### src/rtl/uart_pkg.sv
// rtl/uart_pkg.sv - shared types and constants for the UART blocks
package uart_pkg;

    // Default clock cycles per bit: about 115200 baud from a 12 MHz clock
    localparam int unsigned DEFAULT_DIVISOR = 104;

    typedef logic [7:0] byte_t;

    typedef enum logic [1:0] {
        IDLE  = 2'd0,
        START = 2'd1,
        DATA  = 2'd2,
        STOP  = 2'd3
    } tx_state_t;

endpackage

### src/rtl/uart_baud_gen.sv
// rtl/uart_baud_gen.sv - fixed integer divider producing one tick per bit period
module uart_baud_gen
    import uart_pkg::*;
#(
    parameter int unsigned DIVISOR = DEFAULT_DIVISOR
) (
    input  logic clk_i,
    input  logic reset_i,
    input  logic clear_i,
    output logic tick_o
);

    localparam int unsigned CNT_W = (DIVISOR > 1) ? $clog2(DIVISOR) : 1;
    localparam logic [CNT_W-1:0] LAST = CNT_W'(DIVISOR - 1);

    logic [CNT_W-1:0] cnt_q;
    logic [CNT_W-1:0] cnt_d;
    logic             wrap;

    assign wrap = (cnt_q == LAST);

    // A clear always wins so a new frame starts its first bit period on a fresh count
    assign tick_o = wrap && !clear_i;

    // Next count: restart on clear or wrap, otherwise advance
    always_comb begin
        cnt_d = cnt_q;
        if (clear_i || wrap) begin
            cnt_d = '0;
        end else begin
            cnt_d = cnt_q + CNT_W'(1);
        end
    end

    // Counter register
    always_ff @(posedge clk_i or posedge reset_i) begin
        if (reset_i) begin
            cnt_q <= '0;
        end else begin
            cnt_q <= cnt_d;
        end
    end

endmodule

### src/rtl/uart_tx.sv
// rtl/uart_tx.sv - 8N1/8N2 UART transmitter popping bytes from a have_next/next FIFO
module uart_tx
    import uart_pkg::*;
#(
    parameter int unsigned DIVISOR   = DEFAULT_DIVISOR,
    parameter int unsigned STOP_BITS = 1
) (
    input  logic  clk_i,
    input  logic  reset_i,
    input  byte_t data_i,
    input  logic  have_next_i,
    output logic  next_o,
    output logic  tx_o,
    output logic  busy_o
);

    localparam logic [2:0] LAST_STOP = 3'(STOP_BITS - 1);

    tx_state_t  state_q,   state_d;
    byte_t      shift_q,   shift_d;
    logic [2:0] bit_idx_q, bit_idx_d;
    logic       tx_q,      tx_d;
    logic       next_q,    next_d;
    logic       busy_q,    busy_d;

    logic       baud_clear;
    logic       bit_done;

    uart_baud_gen #(
        .DIVISOR (DIVISOR)
    ) u_baud_gen (
        .clk_i   (clk_i),
        .reset_i (reset_i),
        .clear_i (baud_clear),
        .tick_o  (bit_done)
    );

    // Frame sequencing; every output is computed one cycle ahead so it leaves a flop
    always_comb begin
        state_d    = state_q;
        shift_d    = shift_q;
        bit_idx_d  = bit_idx_q;
        tx_d       = tx_q;
        busy_d     = busy_q;
        next_d     = 1'b0;
        baud_clear = 1'b0;

        unique case (state_q)
            IDLE: begin
                tx_d   = 1'b1;
                busy_d = 1'b0;
                // Capture the FIFO head on the same edge that requests the pop
                if (have_next_i) begin
                    shift_d    = data_i;
                    bit_idx_d  = 3'd0;
                    state_d    = START;
                    next_d     = 1'b1;
                    tx_d       = 1'b0;
                    busy_d     = 1'b1;
                    baud_clear = 1'b1;
                end
            end

            START: begin
                if (bit_done) begin
                    state_d   = DATA;
                    bit_idx_d = 3'd0;
                    tx_d      = shift_q[0];
                end
            end

            DATA: begin
                if (bit_done) begin
                    shift_d = shift_q >> 1;
                    if (bit_idx_q == 3'd7) begin
                        state_d   = STOP;
                        bit_idx_d = 3'd0;
                        tx_d      = 1'b1;
                    end else begin
                        bit_idx_d = bit_idx_q + 3'd1;
                        tx_d      = shift_q[1];
                    end
                end
            end

            STOP: begin
                tx_d = 1'b1;
                // bit_idx is reused to count stop bit periods
                if (bit_done) begin
                    if (bit_idx_q == LAST_STOP) begin
                        state_d   = IDLE;
                        bit_idx_d = 3'd0;
                        busy_d    = 1'b0;
                    end else begin
                        bit_idx_d = bit_idx_q + 3'd1;
                    end
                end
            end

            default: begin
                state_d = IDLE;
                tx_d    = 1'b1;
                busy_d  = 1'b0;
            end
        endcase
    end

    // State and output registers; reset forces the line idle immediately
    always_ff @(posedge clk_i or posedge reset_i) begin
        if (reset_i) begin
            state_q   <= IDLE;
            shift_q   <= '0;
            bit_idx_q <= 3'd0;
            tx_q      <= 1'b1;
            next_q    <= 1'b0;
            busy_q    <= 1'b0;
        end else begin
            state_q   <= state_d;
            shift_q   <= shift_d;
            bit_idx_q <= bit_idx_d;
            tx_q      <= tx_d;
            next_q    <= next_d;
            busy_q    <= busy_d;
        end
    end

    assign tx_o   = tx_q;
    assign next_o = next_q;
    assign busy_o = busy_q;

endmodule

### config.mk
export PLATFORM = sky130hd
export DESIGN_NAME = uart_tx
export DESIGN_NICKNAME = d
export VERILOG_FILES = /design/src/rtl/uart_pkg.sv /design/src/rtl/uart_baud_gen.sv /design/src/rtl/uart_tx.sv
export SDC_FILE = /design/constraint.sdc
export NUM_CORES = 1
export LEC_CHECK = 0
export ABC_AREA = 1
export CAP_MARGIN = 0
export CORE_MARGIN = 4
export CORE_UTILIZATION = 50
export DETAILED_ROUTE_END_ITERATION = 8
export PLACE_DENSITY = 0.72
export SLEW_MARGIN = 30
export SYNTH_ARGS = -nofsm -noshare
export SYNTH_HDL_FRONTEND = slang
export SYNTH_HIERARCHICAL = 1
export SYNTH_SLANG_ARGS = --single-unit
### constraint.sdc
create_clock -name clk_i -period 2.02 [get_ports clk_i]
set_clock_uncertainty 0.15 [all_clocks]
set_input_delay 0.404 -clock clk_i [delete_from_list [all_inputs] [get_ports clk_i]]
set_output_delay 0.404 -clock clk_i [all_outputs]
set_load 0.01 [all_outputs]
==> results of run 1 <==
final cells by class:
cell class                      instances  area [µm²]  area share [%]
Multi-Input combinational cell        133       701.9           42.73
Sequential cell                        23       576.8           35.11
Timing Repair Buffer                   23       217.7           13.25
Clock buffer                            4       26.28           1.599
Inverter                               21       82.58           5.027
Tap cell                               30       37.54           2.285
registers in the layout, indices dropped and copies added, names as in the netlist:
name,count
shift_q,8
u_baud_gen/cnt_q,7
bit_idx_q,3
state_q,2
busy_o,1
next_o,1
tx_o,1
per-stage QoR:
step	hold slack [ns]	std cells	total power, mW
final	0.1922	234	2.348
after global routing	0.2078	234	2.590
after CTS	0.1950	232	2.281
after floorplan	0.05740	179	1.689
after global placement	0.3055	228	2.013
after detailed placement	0.3110	228	2.055
synthesized netlist by cell type, drive strengths merged:
master | number | area share, %
buf | 2 | 0.73
nand3b | 1 | 1.5
nand2 | 78 | 23
dfstp | 1 | 1.9
ha | 9 | 8.2
nor3 | 1 | 0.37
o21ai | 4 | 1.5
dfrtp | 22 | 40
o21bai | 2 | 1.4
nand3 | 15 | 5.9
nor2 | 16 | 6.2
clkinv | 1 | 0.37
inv | 20 | 5.7
a21oi | 5 | 1.8
xor2 | 2 | 1.3
logic make-up after synthesis:
logic type	count (synthesis)	synth area share [%]
flip-flops	23	42.14
AND/OR/NAND/NOR	111	36.93
adder cells (fa/ha/maj)	9	8.227
AO/OA/AOI/OAI	11	4.661
buffers and inverters	23	6.764
XOR/XNOR	2	1.280
what timing repair did:
action,in CTS,in global routing
hold buffers,0,0
endpoints found under the hold margin,0,0
gates resized for setup,0,1
buffers inserted,0,2
endpoints found under the setup margin,0,10
layer usage:
metal | vias to the layer above | track usage, % | wire [µm] | part of all wire (%)
li1 | 599 | - | - | -
met4 | 0 | 6.962 | 43 | 1.6
met5 | - | 0 | 0 | 0
met2 | 28 | 28.70 | 1313 | 50
met1 | 536 | 21.19 | 1155 | 44
met3 | 4 | 2.376 | 138 | 5.2
path summary, 6_finish.rpt:
| kind | from | slack (ns) | to | depth (start not counted) |
|---|---|---|---|---|
| max in group asynchronous | reset_i | 1.20 | tx_o$_DFFE_PP1P_ | 3 |
| min in group clk_i | tx_o$_DFFE_PP1P_ | 0.33 | tx_o$_DFFE_PP1P_ | 2 |
| worst min-delay path | reset_i | 0.19 | u_baud_gen/cnt_q[1]$_DFF_PP0_ | 2 |
| worst max-delay path | tx_o$_DFFE_PP1P_ | 0.08 | tx_o | 1 |
| worst min register to register | tx_o$_DFFE_PP1P_ | 0.33 | tx_o$_DFFE_PP1P_ | 2 |
| worst max register to register | u_baud_gen/cnt_q[1]$_DFF_PP0_ | 0.15 | state_q[0]$_DFFE_PP0P_ | 12 |
where the power goes:
part           leakage [nW]  total (mW)  internal, mW  switching (mW)
clock                0.0150       0.214        0.0771           0.137
combinational         0.583        1.34         0.562           0.780
sequential            0.292       0.793         0.660           0.132
total                 0.890        2.35          1.30            1.05
==> flow_metrics.py, run 1 <==
metrics = {
    "grt": {
        "antenna_found_initial": 0,
        "grt_pass1_vias": 1111,
        "grt_max_degree": 17,
        "grt.overflow.total": 0,
        "grt_pass1_wl_mm": 4.602,
        "grt_use_total_pct": 16.80,
    },
    "layout": {
        "fin_area_um2": 1643,
        "utilization_pct": 64.55,
        "drive_above_1_share_pct": 16.67,
        "layout.nets": 225,
        "final_cell_mix": "nand2_1 (71), dfrtp_1 (22), inv_1 (18), nand3_1 (14), clkdlybuf4s50_1 (13)",
        "synthToLayoutAreaGrowth_pct": 20.02,
        "n_antenna_cell": 0,
        "final_common_cell": "nand2_1",
        "fillers": 232,
    },
    "floorplanning": {
        "io_pins": 14,
        "core_um2": 2545,
        "dieWidth_um": 60.32,
        "initial_core_util_pct": 53.79,
        "rows": 18,
        "die_area_um2": 3639,
        "dieHeight_um": 60.32,
    },
    "logic_synthesis": {
        "syn_avg_cell_area_um2": 7.647,
        "synth_cell_type_count": 24,
        "yosys_warnings": 6,
        "yosysSeqAreaShare_pct": 42.14,
        "ys_ff_latch": 23,
        "syn_area_um2": 1369,
        "syn_nets": 199,
        "postSynthCellCount": 179,
    },
    "timing": {
        "fin_crit_ns": 1.937,
        "rsz0062_at_grt": "no",
        "slew_violations": 0,
        "relSlewSlack_pct": 80.98,
        "tightest_slew_ns": 0.2850,
        "fmax_mhz": 516.4,
        "setup_tns_ns": 0,
        "period_share_pct": 95.87,
        "hold_violations": 0,
        "worst_slack_ns": 0.08346,
        "finalSetupViolCount": 0,
    },
    "clocking": {
        "cts_buffer_depth": 2,
        "cts_buffers": 3,
        "clock-sinks": 23,
        "path_clk_slew_ns": 0.12,
        "cts_root_buffer": "clkbuf_4",
        "cts_tree": "done",
        "insertion_delay_ns": 0.31,
        "htree_num_levels": 1,
    },
    "worst_setup_path": {
        "critPathRequiredTime_ns": 1.47,
        "start_kind": "register",
        "crit_type": "register to output port",
        "crit_family": "flip-flops",
        "crit_arrival_ns": 1.38,
        "slowest_delay_ns": 0.55,
        "crit_path_top_delay_cell": "dfstp_2",
        "crit_path_end_kind": "output port",
        "crit_path_max_fanout": 2,
        "crit_chain": "clkdlybuf4s50_1",
        "critPathBufInv": 1,
    },
    "route": {
        "drt_iter0_markers": 49,
        "vias": 1167,
        "wl_per_cell_um": 11.33,
        "routed_wl_mm": 2.651,
        "dr.pass1.iters": 4,
        "ant_nets": 0,
        "drc": 0,
        "routed_via_density": 4.987,
    },
    "place": {
        "numPortBuffers": 13,
        "place_congestion": 0.8065,
        "place_ws_ns": 0.04011,
        "place_area_um2": 1587,
        "hpwl_mm": 1.999,
    },
    "power": {
        "powerDensity_nw_per_um2": 1429,
        "p_leak_nw": 0.8897,
        "ir_worst_vdd_v": 0.0008368,
    },
    "job": {
        "cap_violations": 0,
    },
    "worst_hold_path": {
        "hp-class": "primary input to async pin",
    },
    "status": {
        "status": "finished clean",
    },
}
No activity file was read; power rests on OpenSTA's default activity.
==> run 2: changes to the inputs <==
--- a/config.mk
+++ b/config.mk
@@ -5,7 +5,6 @@
 export SDC_FILE = /design/constraint.sdc
 export NUM_CORES = 1
 export LEC_CHECK = 0
-export ABC_AREA = 1
 export CAP_MARGIN = 0
 export CORE_MARGIN = 4
 export CORE_UTILIZATION = 50
==> flow_metrics.py, run 2 <==
metrics = {
    "status": {
        "status": "finished clean",
    },
    "place": {
        "place_congestion": 0.8265,
        "place_ws_ns": -0.1874,
        "hpwl_mm": 1.883,
        "numPortBuffers": 13,
        "dp_cells": 177,
    },
    "logic_synthesis": {
        "synth_cell_type_count": 37,
        "yosys_warnings": 6,
        "syn_area_um2": 1267,
        "yosysTopAreaCell": "dfrtp_1",
        "synth_edf_count": 0,
        "postSynthCellCount": 123,
        "syn_nets": 143,
        "yosys-top-cells-area": "dfrtp_1 (43%), ha_1 (8.9%), mux2i_1 (7.1%), a21oi_1 (4.7%), nor2_1 (4.4%)",
        "synth_commonest_cells": "dfrtp_1 (22), nor2_1 (15), a21oi_1 (12)",
        "yosysSeqAreaShare_pct": 45.51,
        "ys.flop_type": "dfrtp_1",
        "ys_ff_latch": 23,
        "yosys.area.top_type_share_pct": 43.44,
        "syn_avg_cell_area_um2": 10.30,
        "synth.most_common_cell": "dfrtp_1",
        "async_flop_share_pct": 100.0,
    },
    "clocking": {
        "clock-sinks": 23,
        "path_clk_slew_ns": 0.13,
        "cts_root_buffer": "clkbuf_4",
        "insertion_delay_ns": 0.32,
        "htree_num_levels": 1,
        "cts_tree": "done",
        "cts_buffers": 3,
        "cts_buffer_depth": 2,
    },
    "power": {
        "powerDensity_nw_per_um2": 448.0,
        "p_leak_nw": 0.7924,
        "ir_worst_vdd_v": 0.0003873,
    },
    "floorplanning": {
        "initial_core_util_pct": 54.67,
        "dieHeight_um": 58.35,
        "io_pins": 14,
        "die_area_um2": 3405,
        "dieWidth_um": 58.35,
        "rows": 17,
        "core_um2": 2318,
    },
    "timing": {
        "fmax_mhz": 507.5,
        "relSlewSlack_pct": 76.60,
        "fin_crit_ns": 1.971,
        "hold_violations": 0,
        "slew_violations": 0,
        "period_share_pct": 97.55,
        "setup_tns_ns": 0,
        "worst_slack_ns": 0.04943,
        "tightest_slew_ns": 0.3510,
        "finalSetupViolCount": 0,
    },
    "worst_setup_path": {
        "crit_arrival_ns": 2.03,
        "crit_path_top_delay_cell": "or3b_4",
        "crit_family": "simple AND/OR/NAND/NOR gates",
        "start_kind": "register",
        "crit_type": "register to register",
        "crit_path_end_kind": "register",
        "crit_path_max_fanout": 4,
        "critPathBufInv": 1,
        "crit_chain": "or3b_4 -> nor3_4 -> buf_4 -> o22a_4 -> nand2_2 -> mux2_4",
        "critPathRequiredTime_ns": 2.08,
        "slowest_delay_ns": 0.43,
    },
    "grt": {
        "grt_use_total_pct": 16.19,
        "antenna_found_initial": 0,
        "grt_max_degree": 17,
        "grt.overflow.total": 0,
        "grt_pass1_wl_mm": 4.209,
        "grt_pass1_vias": 1009,
    },
    "layout": {
        "n_antenna_cell": 0,
        "drive_above_1_share_pct": 21.94,
        "final_common_cell": "dfrtp_1",
        "final_cell_mix": "dfrtp_1 (22), buf_4 (18), nor2_1 (15), clkdlybuf4s50_1 (13), a21oi_1 (12)",
        "regMostFlops": "shift_q",
        "reg.largest.list": "shift_q (8), u_baud_gen/cnt_q (7), bit_idx_q (3)",
        "layout.nets": 176,
        "utilization_pct": 68.43,
        "layout.cells.non_filler": 183,
        "largest_reg_flops": 8,
        "synthToLayoutAreaGrowth_pct": 25.17,
    },
    "job": {
        "cap_violations": 0,
    },
    "route": {
        "ant_nets": 0,
        "routed_via_density": 5.437,
        "drc": 0,
        "drt_iter0_markers": 37,
        "routed_wl_mm": 2.410,
        "vias": 995,
        "dr.pass1.iters": 4,
        "wl_per_cell_um": 13.17,
    },
    "worst_hold_path": {
        "hp-class": "primary input to async pin",
    },
}
==> run 2: cell count changes after synthesis, moves of 5 or more <==
cell,delta
nand2_1,-69
mux2i_1,+9
nor2_1,+5
nand2_2,-5
a21oi_1,+7
nand3_1,-12
inv_1,-9
==> run 2: cell type report <==
cell class                      instances  area (µm²)
Fill cell                             174       732.0
Multi-Input combinational cell         88       649.4
Sequential cell                        23       576.8
Timing Repair Buffer                   31       265.3
Tap cell                               28       35.03
Inverter                                9       33.78
Clock buffer                            4       26.28
==> run 2: final timing paths <==
path / to / startpoint / slack, ns / cells past startpoint
max in group asynchronous: tx_o$_DFFE_PP1P_ / reset_i / 1.21 / 3
worst max-delay path: state_q[1]$_DFFE_PP0P_ / u_baud_gen/cnt_q[3]$_DFF_PP0_ / 0.05 / 6
worst min-delay path: u_baud_gen/cnt_q[1]$_DFF_PP0_ / reset_i / 0.18 / 2
min in group clk_i: u_baud_gen/cnt_q[0]$_DFF_PP0_ / u_baud_gen/cnt_q[0]$_DFF_PP0_ / 0.33 / 1
worst min register to register: u_baud_gen/cnt_q[0]$_DFF_PP0_ / u_baud_gen/cnt_q[0]$_DFF_PP0_ / 0.33 / 1
worst max register to register: state_q[1]$_DFFE_PP0P_ / u_baud_gen/cnt_q[3]$_DFF_PP0_ / 0.05 / 6
==> run 2: layer usage <==
layer / global-route usage, % / up-vias / share of wire, %
met5: 0 / - / 0
met2: 28.39 / 17 / 52
li1: - / 490 / -
met1: 18.35 / 484 / 43
met4: 8.940 / 0 / 1.5
met3: 3.070 / 4 / 3.5
==> run 2: cells by family after synthesis <==
logic type,count (synthesis),share of synthesized area (%)
compound gates,29,14.71
xor+xnor,3,2.073
fa+ha+maj,9,8.885
buf+inv,12,4.541
flops,23,45.51
mux,10,8.292
simple gates,37,15.99
==> run 2: metrics by stage <==
step                      power (mW)  area, µm²  hold slack [ns]
final                         0.7107       1587           0.1753
after global placement        0.5027       1534           0.3029
after detailed placement      0.5030       1534           0.3070
after global routing          0.7465       1587           0.2051
after floorplan               0.4766       1272          0.05740
after CTS                     0.7240       1567           0.1722
==> run 2: power breakdown <==
part	switching, mW	leakage, nW	internal, mW	total (mW)
clock	0.140	0.0150	0.0773	0.217
sequential	0	0.293	0.460	0.460
combinational	0.0132	0.485	0.0199	0.0331
==> run 2: what timing repair did <==
| action | in CTS | in global routing |
|---|---|---|
| setup buffers | 0 | 2 |
| hold buffers | 0 | 0 |
| pin swaps | 0 | 1 |
| setup endpoints to repair | 7 | 11 |
| resized for setup | 1 | 2 |
